--- config.mk ---
export PLATFORM = sky130hd
export DESIGN_NAME = if_id_pipe
export DESIGN_NICKNAME = d
export VERILOG_FILES = /design/src/rtl/if_id_pipe_pkg.sv /design/src/rtl/pipe_skid_reg.sv /design/src/rtl/if_id_pipe.sv
export SDC_FILE = /design/constraint.sdc
export NUM_CORES = 1
export LEC_CHECK = 0
export BUFFER_PORTS_ARGS = -buffer_cell sky130_fd_sc_hd__buf_2
export CAP_MARGIN = 20
export CORE_MARGIN = 10
export CORE_UTILIZATION = 49
export DETAILED_ROUTE_END_ITERATION = 12
export GPL_TIMING_DRIVEN = 0
export MAX_ROUTING_LAYER = met4
export PLACE_DENSITY = 0.81
export SLEW_MARGIN = 20
export SYNTH_ARGS = -nofsm -noshare
export SYNTH_HDL_FRONTEND = slang
export SYNTH_HIERARCHICAL = 1
export SYNTH_SLANG_ARGS = --single-unit
--- constraint.sdc ---
create_clock -name clk -period 2.6 [get_ports clk]
set_clock_uncertainty 0.2 [all_clocks]
set_input_delay 0.13 -clock clk [delete_from_list [all_inputs] [get_ports clk]]
set_output_delay 0.13 -clock clk [all_outputs]
set_load 0.05 [all_outputs]
--- src/rtl/if_id_pipe_pkg.sv ---
// Shared definitions for the pipeline stage registers (IF/ID, ID/EX, ...).
// Holds the occupancy state encoding, the default bubble instruction and a
// saturating counter helper.
package if_id_pipe_pkg;

    // Occupancy of a stage register: nothing held, main only, main plus skid
    typedef enum logic [1:0] {
        ST_EMPTY = 2'd0,
        ST_BUSY  = 2'd1,
        ST_FULL  = 2'd2
    } pipe_state_t;

    // RISC-V canonical NOP (addi x0, x0, 0) used as the bubble instruction
    localparam logic [31:0] DEFAULT_NOP_INST = 32'h0000_0013;

    // 16-bit add that clamps at all-ones instead of wrapping
    function automatic logic [15:0] sat_add16(input logic [15:0] a, input logic [1:0] b);
        logic [16:0] sum;
        sum = {1'b0, a} + {15'b0, b};
        return sum[16] ? 16'hFFFF : sum[15:0];
    endfunction

endpackage

--- src/rtl/pipe_skid_reg.sv ---
// Generic valid/ready pipeline register of width W.
// Optional skid buffer selected by the IF_ID_SKID_EN macro:
//   defined   - main + skid register, registered in_ready (no ready path
//               from out_ready to in_ready)
//   undefined - single main register, in_ready = out_ready | ~out_valid
// flush empties the register; drop_cnt reports how many valid entries a
// flush in the current cycle would discard.
module pipe_skid_reg
    import if_id_pipe_pkg::*;
#(
    parameter int W = 64
) (
    input  logic         clk,
    input  logic         rst,
    input  logic         flush,
    input  logic         in_valid,
    output logic         in_ready,
    input  logic [W-1:0] in_data,
    output logic         out_valid,
    input  logic         out_ready,
    output logic [W-1:0] out_data,
    output logic [1:0]   drop_cnt
);

    pipe_state_t  state_reg;
    logic [W-1:0] main_reg;
    logic         in_xfer;
    logic         out_xfer;

    assign out_valid = (state_reg != ST_EMPTY);
    assign out_data  = main_reg;
    assign in_xfer   = in_valid & in_ready;
    assign out_xfer  = out_valid & out_ready;

`ifdef IF_ID_SKID_EN

    logic [W-1:0] skid_reg;
    logic         ready_reg;

    assign in_ready = ready_reg;
    assign drop_cnt = (state_reg == ST_FULL) ? 2'd2 :
                      (state_reg == ST_BUSY) ? 2'd1 : 2'd0;

    // Occupancy FSM: main/skid loading, skid-to-main promotion, registered ready
    always_ff @(posedge clk) begin
        if (rst || flush) begin
            state_reg <= ST_EMPTY;
            main_reg  <= '0;
            ready_reg <= 1'b1;
        end else begin
            case (state_reg)
                ST_EMPTY: begin
                    if (in_xfer) begin
                        main_reg  <= in_data;
                        state_reg <= ST_BUSY;
                    end
                end
                ST_BUSY: begin
                    if (in_xfer && out_xfer) begin
                        main_reg <= in_data;
                    end else if (in_xfer) begin
                        // Downstream stalled: park the new entry behind the head
                        skid_reg  <= in_data;
                        state_reg <= ST_FULL;
                        ready_reg <= 1'b0;
                    end else if (out_xfer) begin
                        state_reg <= ST_EMPTY;
                    end
                end
                ST_FULL: begin
                    // in_ready is low here, so only the output side can move
                    if (out_xfer) begin
                        main_reg  <= skid_reg;
                        state_reg <= ST_BUSY;
                        ready_reg <= 1'b1;
                    end
                end
                default: begin
                    state_reg <= ST_EMPTY;
                    ready_reg <= 1'b1;
                end
            endcase
        end
    end

`else

    assign in_ready = out_ready | ~out_valid;
    assign drop_cnt = {1'b0, out_valid};

    // Single-entry register: load on accept, empty when drained without refill
    always_ff @(posedge clk) begin
        if (rst || flush) begin
            state_reg <= ST_EMPTY;
            main_reg  <= '0;
        end else if (in_xfer) begin
            main_reg  <= in_data;
            state_reg <= ST_BUSY;
        end else if (out_xfer) begin
            state_reg <= ST_EMPTY;
        end
    end

`endif

endmodule

--- src/rtl/if_id_pipe.sv ---
// IF/ID stage register. Packs fetch PC and instruction into a generic
// pipe_skid_reg, substitutes the bubble instruction when empty, handles
// redirect flushes and counts discarded entries (saturating).
// Optional skid buffer: define IF_ID_SKID_EN.
module if_id_pipe
    import if_id_pipe_pkg::*;
#(
    parameter int                PC_W     = 32,
    parameter int                INST_W   = 32,
    parameter logic [INST_W-1:0] NOP_INST = INST_W'(DEFAULT_NOP_INST)
) (
    input  logic              clk,
    input  logic              rst,
    input  logic              if_valid,
    output logic              if_ready,
    input  logic [PC_W-1:0]   if_pc,
    input  logic [INST_W-1:0] if_inst,
    input  logic              flush,
    output logic              id_valid,
    input  logic              id_ready,
    output logic [PC_W-1:0]   id_pc,
    output logic [INST_W-1:0] id_inst,
    output logic [15:0]       flush_cnt
);

    localparam int W = PC_W + INST_W;

    logic [W-1:0] in_data;
    logic [W-1:0] out_data;
    logic         out_valid;
    logic [1:0]   drop_cnt;
    logic [15:0]  flush_cnt_reg;

    assign in_data = {if_pc, if_inst};

    pipe_skid_reg #(
        .W (W)
    ) u_reg (
        .clk       (clk),
        .rst       (rst),
        .flush     (flush),
        .in_valid  (if_valid),
        .in_ready  (if_ready),
        .in_data   (in_data),
        .out_valid (out_valid),
        .out_ready (id_ready),
        .out_data  (out_data),
        .drop_cnt  (drop_cnt)
    );

    assign id_valid  = out_valid;
    assign id_pc     = out_data[W-1:INST_W];
    assign id_inst   = out_valid ? out_data[INST_W-1:0] : NOP_INST;
    assign flush_cnt = flush_cnt_reg;

    // Count held entries thrown away by a flush; the offered input is not counted
    always_ff @(posedge clk) begin
        if (rst) begin
            flush_cnt_reg <= '0;
        end else if (flush) begin
            flush_cnt_reg <= sat_add16(flush_cnt_reg, drop_cnt);
        end
    end

endmodule

==> run summary, run 1 <==
final setup fails: 0
DRC viols: 0
Hold Crit Class: primary input to flip-flop
Fillers: 523
DR vias: 4081
later-pin clock latency in the skew report: 0.34 ns
final worst slack: 0.1309 ns
synthesized cell area: 0.003776 mm²
Port Buf Inserts: 150
DP HPWL: 8688 µm
PwrDens: 522.5 mW/mm²
CP Launch Point: u_reg/state_reg[0]
RSZ-0062 raised after global routing: false
total power: 2.909 mW
CTS tree: done
Initial Utilization: 0.5124
prevailing post-synth register cell: dfxtp_1
Rows: 31
Final period util: 0.9497
met1 usage: 0.2442
pre-CTS WS: -0.05939 ns
leakage: 2.454 nW
CP max FO: 10
CP Cell Sequence: buf_4 > ha_1 > inv_1 > fa_1 > nor3_4 > nand3_1 > clkbuf_2 > a21oi_1
Initial DRT Pass Iterations: 5
type of the worst setup path: flip-flop to flip-flop
Synth area leaders: dfxtp_1, o21ai_2, nand4_1, nand2_1, and2_1
share of Yosys cell area claimed by the top area cell type: 0.4294
root buf cell: clkbuf_8
Congestion Overflow GR: 0
startpoint types: flip-flop
drt total wl: 13090 µm
first-pass GRT wire length: 20830 µm
Placer Congestion: 0.8369
Core Util, Final: 0.7555
die span in x: 107.8 µm
required time worst endpoint: 2.67 ns
GR Util met3: 0.06347
Fin. Hold Viols: 0
YS warnings: 6
HP Start: if_valid
final slew viol count: 0
Fmax: 405.0 MHz
post-route cell area: 0.005568 mm²
Seq cells post-synth: 81
CP max stage delay: 0.45 ns
Via density: 5.377
# Max-Cap Violations: 0
Routed Antenna Nets: 0
Peak VDD IR: 398.5 µV
TritonCTS buffer count: 9
most frequent cells in the layout: buf_2, dfxtp_1, nand2_1
Area Growth Syn to Fin: 47.45%
CTS Sinks: 81
family with the most delay on the worst path: adder cells
Post-Synthesis Cells: 428
grt met2 use: 0.3959
commonest non-fill, non-tap cell in the layout: buf_2
min cycle time layout: 2.469 ns
Die Ht: 107.8 µm
clk slew on worst S/H paths: 0.08 ns
Synth async-reset ratio: 0
H-Tree Level Count: 3
Iter 0 DRT Violations: 204
number of unique standard cell types used by synthesis: 38
post-layout net count: 726
largest net degree at the start of global routing: 15
Core Area: 0.007370 mm²
Seq/Total Area, Yosys: 0.4294
DP Area: 0.004652 mm²
GRT busiest layer: met2
CP Data Arrival Time: 2.54 ns
Post-synth EDFFs: 0
initial antenna violation count: 0
WL per Instance: 17.24 µm
Mapped Nets: 500
I/O Pins: 151
status: finished clean
vias in the first global route: 4188
layout cells sized above 1: 0.4036
maximum clock path buffer count: 2
CP Buf/Inv Count: 3
Overall Global Routing Usage: 0.2267
Mapped Avg Cell Area: 8.823 µm²
worst hold slack: 0.04659 ns
reg2reg start: u_reg/state_reg[0]
Yosys top cell by area: dfxtp_1
die area: 0.01162 mm²
Crit. End Element: flip-flop
number of flip-flops under the largest register name: 64
slowest CP cell: fa_1
[worst min-delay path: cells and delay by family]
family	cells	cell delay, ns
buf+inv	3	0.36
compound gates	1	0.05
[layout make-up]
cell class              count  area (µm²)  share of cell area
inverters                   8       30.03            0.005393
plain buffers              43       261.5             0.04697
well taps                  99       123.9             0.02225
clock buffers              10       137.6             0.02472
multi-input cells         296        1871              0.3360
clock inverters             6       115.1             0.02067
repair buffers            215        1401              0.2517
flip-flops and latches     81        1625              0.2919
diodes                      1       2.502           0.0004494
[logic make-up (layout without fill, tap and decap cells)]
logic type      after synthesis  count (layout)  synth area share
compound gates               88              88            0.1812
fa+ha+maj                     3               3           0.01193
xor+xnor                      8               8           0.01856
flops                        81              81            0.4294
buf+inv                      51             282           0.07687
simple gates                195             195            0.2783
mux                           1               1          0.002651
other cells                   1               2         0.0009931
[metal layers]
metal / wire length, µm / vias to the layer above
met4: 218 / 0
met5: 0 / -
met1: 5126 / 1926
li1: - / 1970
met2: 6824 / 166
met3: 919 / 19
[where the power goes]
part	internal (mW)	leakage, nW	switching [mW]
clock network	0.668	0.123	0.478
registers	1.28	0.660	0.0226
logic	0.186	1.67	0.279
[metrics by stage]
step,instances,setup TNS (ns)
final,759,0
after CTS,758,0
after floorplan,428,0
after detailed placement,677,-0.3102
after global placement,677,0
after global routing,758,0
[worst paths after layout]
path	slack, ns	cells after the start	endpoint
max	0.13	8	flush_cnt[9]
min	0.05	4	u_reg/state_reg[0]
max reg2reg	0.13	8	flush_cnt[9]
min reg2reg	0.25	2	u_reg/out_data[63]
[cells in the mapped netlist, types with 3 or more instances]
cell      number
nand3_1        6
clkbuf_1       9
buf_4          3
o21ai_0        3
a31oi_1        4
nand4_1       64
and3_1         5
o21ai_1        4
a21oi_1       13
xnor2_1        7
buf_2         22
buf_6          8
nor4_1         4
and2_1        30
o21ai_2       60
nor2_1         3
nand2b_1       3
nand2_1       69
inv_1          8
dfxtp_1       81
[timing repair]
item,in CTS,in global routing
buffers inserted,0,0
endpoints found under the hold margin,66,0
pin swaps,0,1
setup endpoints to repair,10,10
hold buffers,65,0
gates resized for setup,2,1
Note: power is estimated with default switching activity, not from simulation.
==> run 2: changes to the inputs <==
- CORE_ASPECT_RATIO: not set -> 1.4
==> run 2 against run 1 <==
Net effect: combinational power about the same; first-iteration DRC count is 15% higher; via count is 0.42% higher.
==> run summary, run 2 (synthesized netlist as in run 1, its figures left out) <==
Rows: 37 (+19%)
total power: 2.716 mW (-6.6%)
Fin. Hold Viols: 0 (unchanged)
later-pin clock latency in the skew report: 0.34 ns (about the same)
Peak VDD IR: 399.5 µV (+0.25%)
CTS tree: done
Final period util: 0.9324 (-0.01723)
most frequent cells in the layout: buf_2, dfxtp_1, nand2_1
Fin Setup TNS: 0 ns (unchanged)
TritonCTS buffer count: 9 (unchanged)
initial antenna violation count: 1 (+1)
RSZ-0062 raised after global routing: false
Routed Antenna Nets: 0 (unchanged)
startpoint types: flip-flop
Fillers: 542 (+3.6%)
DRC viols: 0 (unchanged)
final std cells w/o fill: 759 (unchanged)
I/O Pins: 151 (unchanged)
Crit. End Element: flip-flop
Fmax: 412.5 MHz (+1.8%)
Initial Utilization: 0.5066 (-0.005763)
Placed Cells: 675 (-0.30%)
PwrDens: 490.3 mW/mm² (-6.2%)
commonest non-fill, non-tap cell in the layout: buf_2
die area: 0.01167 mm² (+0.43%)
first-pass GRT wire length: 21000 µm (+0.83%)
min cycle time layout: 2.424 ns (-0.04479 ns)
post-route cell area: 0.005539 mm² (-0.52%)
Sequential cell area: 0.001623 mm² (-0.15%)
Iter 0 DRT Violations: 235 (+15%)
maximum clock path buffer count: 2 (unchanged)
final setup fails: 0 (unchanged)
WL per Instance: 17.20 µm (-0.24%)
Hold Crit Class: primary input to flip-flop
Overall Global Routing Usage: 0.2278 (+0.001179)
clk slew on worst S/H paths: 0.07 ns (about the same)
largest net degree at the start of global routing: 13 (-2)
Die Ht: 123.9 µm (+15%)
final slew viol count: 0 (unchanged)
DR vias: 4098 (+0.42%)
number of flip-flops under the largest register name: 64 (unchanged)
die span in x: 94.19 µm (-13%)
DP Area: 0.004649 mm² (about the same)
DP HPWL: 8514 µm (-2.0%)
CP Launch Point: u_reg/state_reg[0]
slowest CP cell: fa_1
worst hold slack: 0.02913 ns (-0.01746 ns)
drt total wl: 13060 µm (-0.24%)
Port Buf Inserts: 150 (unchanged)
root buf cell: clkbuf_8
Core Util, Final: 0.7432 (-0.01236)
pre-CTS WS: -0.06086 ns (-0.001473 ns)
HP Start: rst
Via density: 5.399 (+0.42%)
final worst slack: 0.1757 ns (+0.04479 ns)
Initial DRT Pass Iterations: 4 (-1)
CP Data Arrival Time: 2.49 ns (-0.05 ns)
vias in the first global route: 4277 (+2.1%)
Congestion Overflow GR: 0 (unchanged)
area of the multi-input gates: 0.001877 mm² (+0.33%)
status: finished clean
Area Growth Syn to Fin: 46.69%
type of the worst setup path: flip-flop to flip-flop
CP Cell Sequence: buf_4 > ha_1 > inv_1 > fa_1 > nor3_4 > nand3_1 > clkbuf_2 > a21oi_1
post-layout net count: 728 (+0.28%)
Placer Congestion: 0.7793 (-6.9%)
# Max-Cap Violations: 0 (unchanged)
CTS Sinks: 81 (unchanged)
layout cells sized above 1: 0.4039 (about the same)
reg2reg start: u_reg/state_reg[0]
Core Area: 0.007453 mm² (+1.1%)
H-Tree Level Count: 3 (unchanged)
required time worst endpoint: 2.67 ns (about the same)
leakage: 2.448 nW (-0.22%)
CP max FO: 10 (unchanged)
CP max stage delay: 0.46 ns (about the same)
-- run 2: repair_timing --
item	in CTS	in global routing
hold buffers	65	0
endpoints found under the hold margin	65	0
endpoints found under the setup margin	10	10
resized for setup	1	3
pin swaps	0	1
buffers inserted	0	2
-- run 2: worst paths after layout --
kind                            slack, ns  cells past startpoint                  to
worst max-delay path                 0.18                      8        flush_cnt[1]
worst min-delay path                 0.03                      3        flush_cnt[6]
worst max register to register       0.18                      8        flush_cnt[1]
worst min register to register       0.25                      2  u_reg/out_data[63]
-- run 2: per-layer routing --
metal  share of wire  track usage  vias up
met5               0            -        -
met4           0.027      0.09619        0
met3           0.069      0.06020       26
met2            0.52       0.3903      153
met1            0.38       0.2420     1944
li1                -            -     1975
-- run 2: where the power goes --
group          leakage (nW)  internal [mW]  switching, mW
logic                  1.68          0.186          0.277
clock network         0.107          0.523          0.433
registers             0.659           1.28         0.0211
-- run 2: worst max-delay path: cells and delay by family (launching register included) --
family,cells,cell delay (ns)
AO/OA/AOI/OAI,1,0.19
adder cells (fa/ha/maj),2,0.60
buffers and inverters,3,0.45
flip-flops,1,0.45
AND/OR/NAND/NOR,2,0.46
-- run 2: layout make-up --
class                   instances  area share
flip-flops and latches         81      0.2930
clock inverters                 2    0.006325
well taps                      97     0.02191
diodes                          1   0.0004518
multi-input cells             296      0.3388
inverters                       8    0.005421
plain buffers                  43     0.04721
repair buffers                217      0.2557
clock buffers                  14     0.03117
==> run 3: changes to the inputs <==
- ABC_AREA: not set -> 1
- CORE_UTILIZATION: 49 -> 50
- PLACE_DENSITY: 0.81 -> 0.8
- SLEW_MARGIN: 20 -> not set
==> run 3 against run 2 <==
Net effect: via count up 21%; clock power up 16%; area after synthesis up 12%; sequential power about the same; synthesized cell count up 51%; critical path depth up 4; largest power group unchanged; highest routed layer unchanged.
==> run summary, run 3 <==
Crit. End Element: flip-flop
Mapped Avg Cell Area: 6.531 µm² (-26%)
final slew viol count: 0 (unchanged)
die area: 0.01258 mm² (+7.8%)
HP Start: if_valid
clk slew on worst S/H paths: 0.06 ns (about the same)
root buf cell: clkbuf_16
commonest non-fill, non-tap cell in the layout: buf_2
I/O Pins: 151 (unchanged)
Initial DRT Pass Iterations: 6 (+2)
RSZ-0062 raised after global routing: false
# Max-Cap Violations: 0 (unchanged)
type of the worst setup path: flip-flop to flip-flop
CP max FO: 9 (-1)
DRC viols: 0 (unchanged)
final std cells w/o fill: 987 (+30%)
Fin. Hold Viols: 0 (unchanged)
Hold Crit Class: primary input to flip-flop
die span in x: 97.69 µm (+3.7%)
startpoint types: flip-flop
Iter 0 DRT Violations: 255 (+8.5%)
Port Buf Inserts: 149 (-0.67%)
Overall Global Routing Usage: 0.2284 (+0.0006021)
Post-Synthesis Cells: 647 (+51%)
Peak VDD IR: 402.2 µV (+0.68%)
YS warnings: 6 (unchanged)
number of flip-flops under the largest register name: 64 (unchanged)
Core Area: 0.008198 mm² (+10%)
CTS tree: done
final setup fails: 0 (unchanged)
Synth async-reset ratio: 0 (unchanged)
slowest CP cell: dfxtp_2
Seq cells post-synth: 81 (unchanged)
status: finished clean
Rows: 39 (+5.4%)
Seq/Total Area, Yosys: 0.3838 (-0.04565)
Fin Setup TNS: 0 ns (unchanged)
Mapped Nets: 719 (+44%)
area of the multi-input gates: 0.001861 mm² (-0.87%)
maximum clock path buffer count: 2 (unchanged)
min cycle time layout: 2.406 ns (-0.01817 ns)
layout cells sized above 1: 0.2373 (-0.1666)
CP Cell Sequence: buf_4 > ha_1 > inv_1 > fa_1 > inv_1 > nand3_4 > nor2_4 > nand2_1 > nor2_1 > nand3_1 > nand2_1 > nor2_1
Setup Fix Bufs, Post-CTS: 0 (unchanged)
initial antenna violation count: 0 (-1)
Post-synth EDFFs: 0 (unchanged)
drt total wl: 14500 µm (+11%)
Die Ht: 128.8 µm (+4.0%)
reg2reg start: u_reg/state_reg[0]
vias in the first global route: 4986 (+17%)
H-Tree Level Count: 3 (unchanged)
Area Growth Syn to Fin: 44.65%
Placer Congestion: 0.8520 (+9.3%)
Initial Utilization: 0.5154 (+0.008784)
share of Yosys cell area claimed by the top area cell type: 0.3838 (-0.04565)
CP Data Arrival Time: 2.44 ns (-0.05 ns)
CP Launch Point: u_reg/state_reg[0]
Placed Cells: 898 (+33%)
largest net degree at the start of global routing: 12 (-1)
number of unique standard cell types used by synthesis: 27 (-29%)
Routed Antenna Nets: 0 (unchanged)
Yosys top cell by area: dfxtp_1
most frequent cell after synthesis: nand2_1
PwrDens: 491.6 mW/mm² (+0.28%)
CP max stage delay: 0.45 ns (about the same)
synth cell count leaders: nand2_1, inv_1, nor2_1
DP HPWL: 9499 µm (+12%)
WL per Instance: 14.69 µm (-15%)
Congestion Overflow GR: 0 (unchanged)
leakage: 3.372 nW (+38%)
Fillers: 595 (+9.8%)
TritonCTS buffer count: 9 (unchanged)
post-layout net count: 955 (+31%)
Via density: 5.035 (-6.7%)
prevailing post-synth register cell: dfxtp_1
Sequential cell area: 0.001623 mm² (unchanged)
CTS Sinks: 81 (unchanged)
Final period util: 0.9254 (-0.006990)
Synth area leaders: dfxtp_1, nand2_1, inv_1, nand3_1, a21oi_1
required time worst endpoint: 2.63 ns (-0.04 ns)
later-pin clock latency in the skew report: 0.34 ns (about the same)
DR vias: 4970 (+21%)
most frequent cells in the layout: buf_2, nand2_1, inv_1
synthesized cell area: 0.004225 mm² (+12%)
Fmax: 415.6 MHz (+0.76%)
first-pass GRT wire length: 23260 µm (+11%)
# diodes: 0 (-1)
==> run 3: cell types whose count changed in the layout (fill, tap and decap cells not counted), sizes merged, moves of 60 or more <==
cell and delta:
inv +114, nand2 +67, nand3 +78, nand4 -60, nor2 +85, o21ai -64
==> run 3: through the flow <==
| step | setup WS, ns | util | power, mW | cell area, µm² | hold slack, ns |
|---|---|---|---|---|---|
| floorplan | 0.03667 | - | 1.672 | 4225 | 0.006794 |
| global placement | 0.1167 | 0.6219 | 1.800 | 5099 | 0.1703 |
| detailed placement | 0.05972 | 0.6219 | 1.813 | 5099 | 0.1772 |
| CTS | 0.01995 | 0.7454 | 3.008 | 6111 | 0.002913 |
| global route | 0.03637 | 0.7456 | 3.126 | 6112 | 0.05931 |
| finish | 0.1939 | 0.7456 | 3.005 | 6112 | 0.01130 |
==> run 3: kinds of logic (layout without fill, tap and decap cells) <==
logic type / count (synthesis) / count (layout) / share of synthesized area
xor+xnor: 3 / 3 / 0.006220
simple gates: 317 / 317 / 0.3290
buf+inv: 164 / 402 / 0.1759
fa+ha+maj: 3 / 3 / 0.01066
other cells: 1 / 1 / 0.0008875
flops: 81 / 81 / 0.3838
compound gates: 78 / 78 / 0.09357
==> run 3: worst paths after layout <==
path,slack [ns],cells after the start,end
hold / removal,0.01,4,u_reg/out_data[0]
hold reg to reg,0.27,2,u_reg/out_data[59]
setup reg to reg,0.19,12,flush_cnt[12]
setup / recovery,0.19,12,flush_cnt[12]
==> run 3: metal layers <==
metal	share of wire	vias to the layer above	routed length, µm	track usage
met5	0	-	0	-
met4	0.046	0	673	0.1432
met3	0.059	54	854	0.05463
met2	0.52	208	7571	0.4015
met1	0.37	2263	5401	0.2227
li1	-	2445	-	-
==> run 3: power by group <==
part	total (mW)	switching (mW)	internal (mW)
sequential	1.32	0.0280	1.29
combinational	0.577	0.340	0.237
clock	1.11	0.455	0.655
==> run 3: cell type report <==
type | instances | area share
Buffer | 42 | 0.04667
Clock buffer | 12 | 0.04033
Clock inverter | 1 | 0.0008188
Inverter | 122 | 0.07492
Multi-Input combinational cell | 402 | 0.3044
Sequential cell | 81 | 0.2655
Tap cell | 102 | 0.02088
Timing Repair Buffer | 225 | 0.2465
==> run 3: worst max-delay path: cells and delay by family (launching register included) <==
family | cells | cell delay [ns]
and+or+nand+nor | 7 | 0.71
adders and majority gates | 2 | 0.58
DFF | 1 | 0.45
buffers and inverters | 3 | 0.35
==> run 3: repair_timing <==
item,CTS,global route
endpoints found under the setup margin,0,14
hold buffers,76,0
resized for setup,0,1
endpoints found under the hold margin,65,0
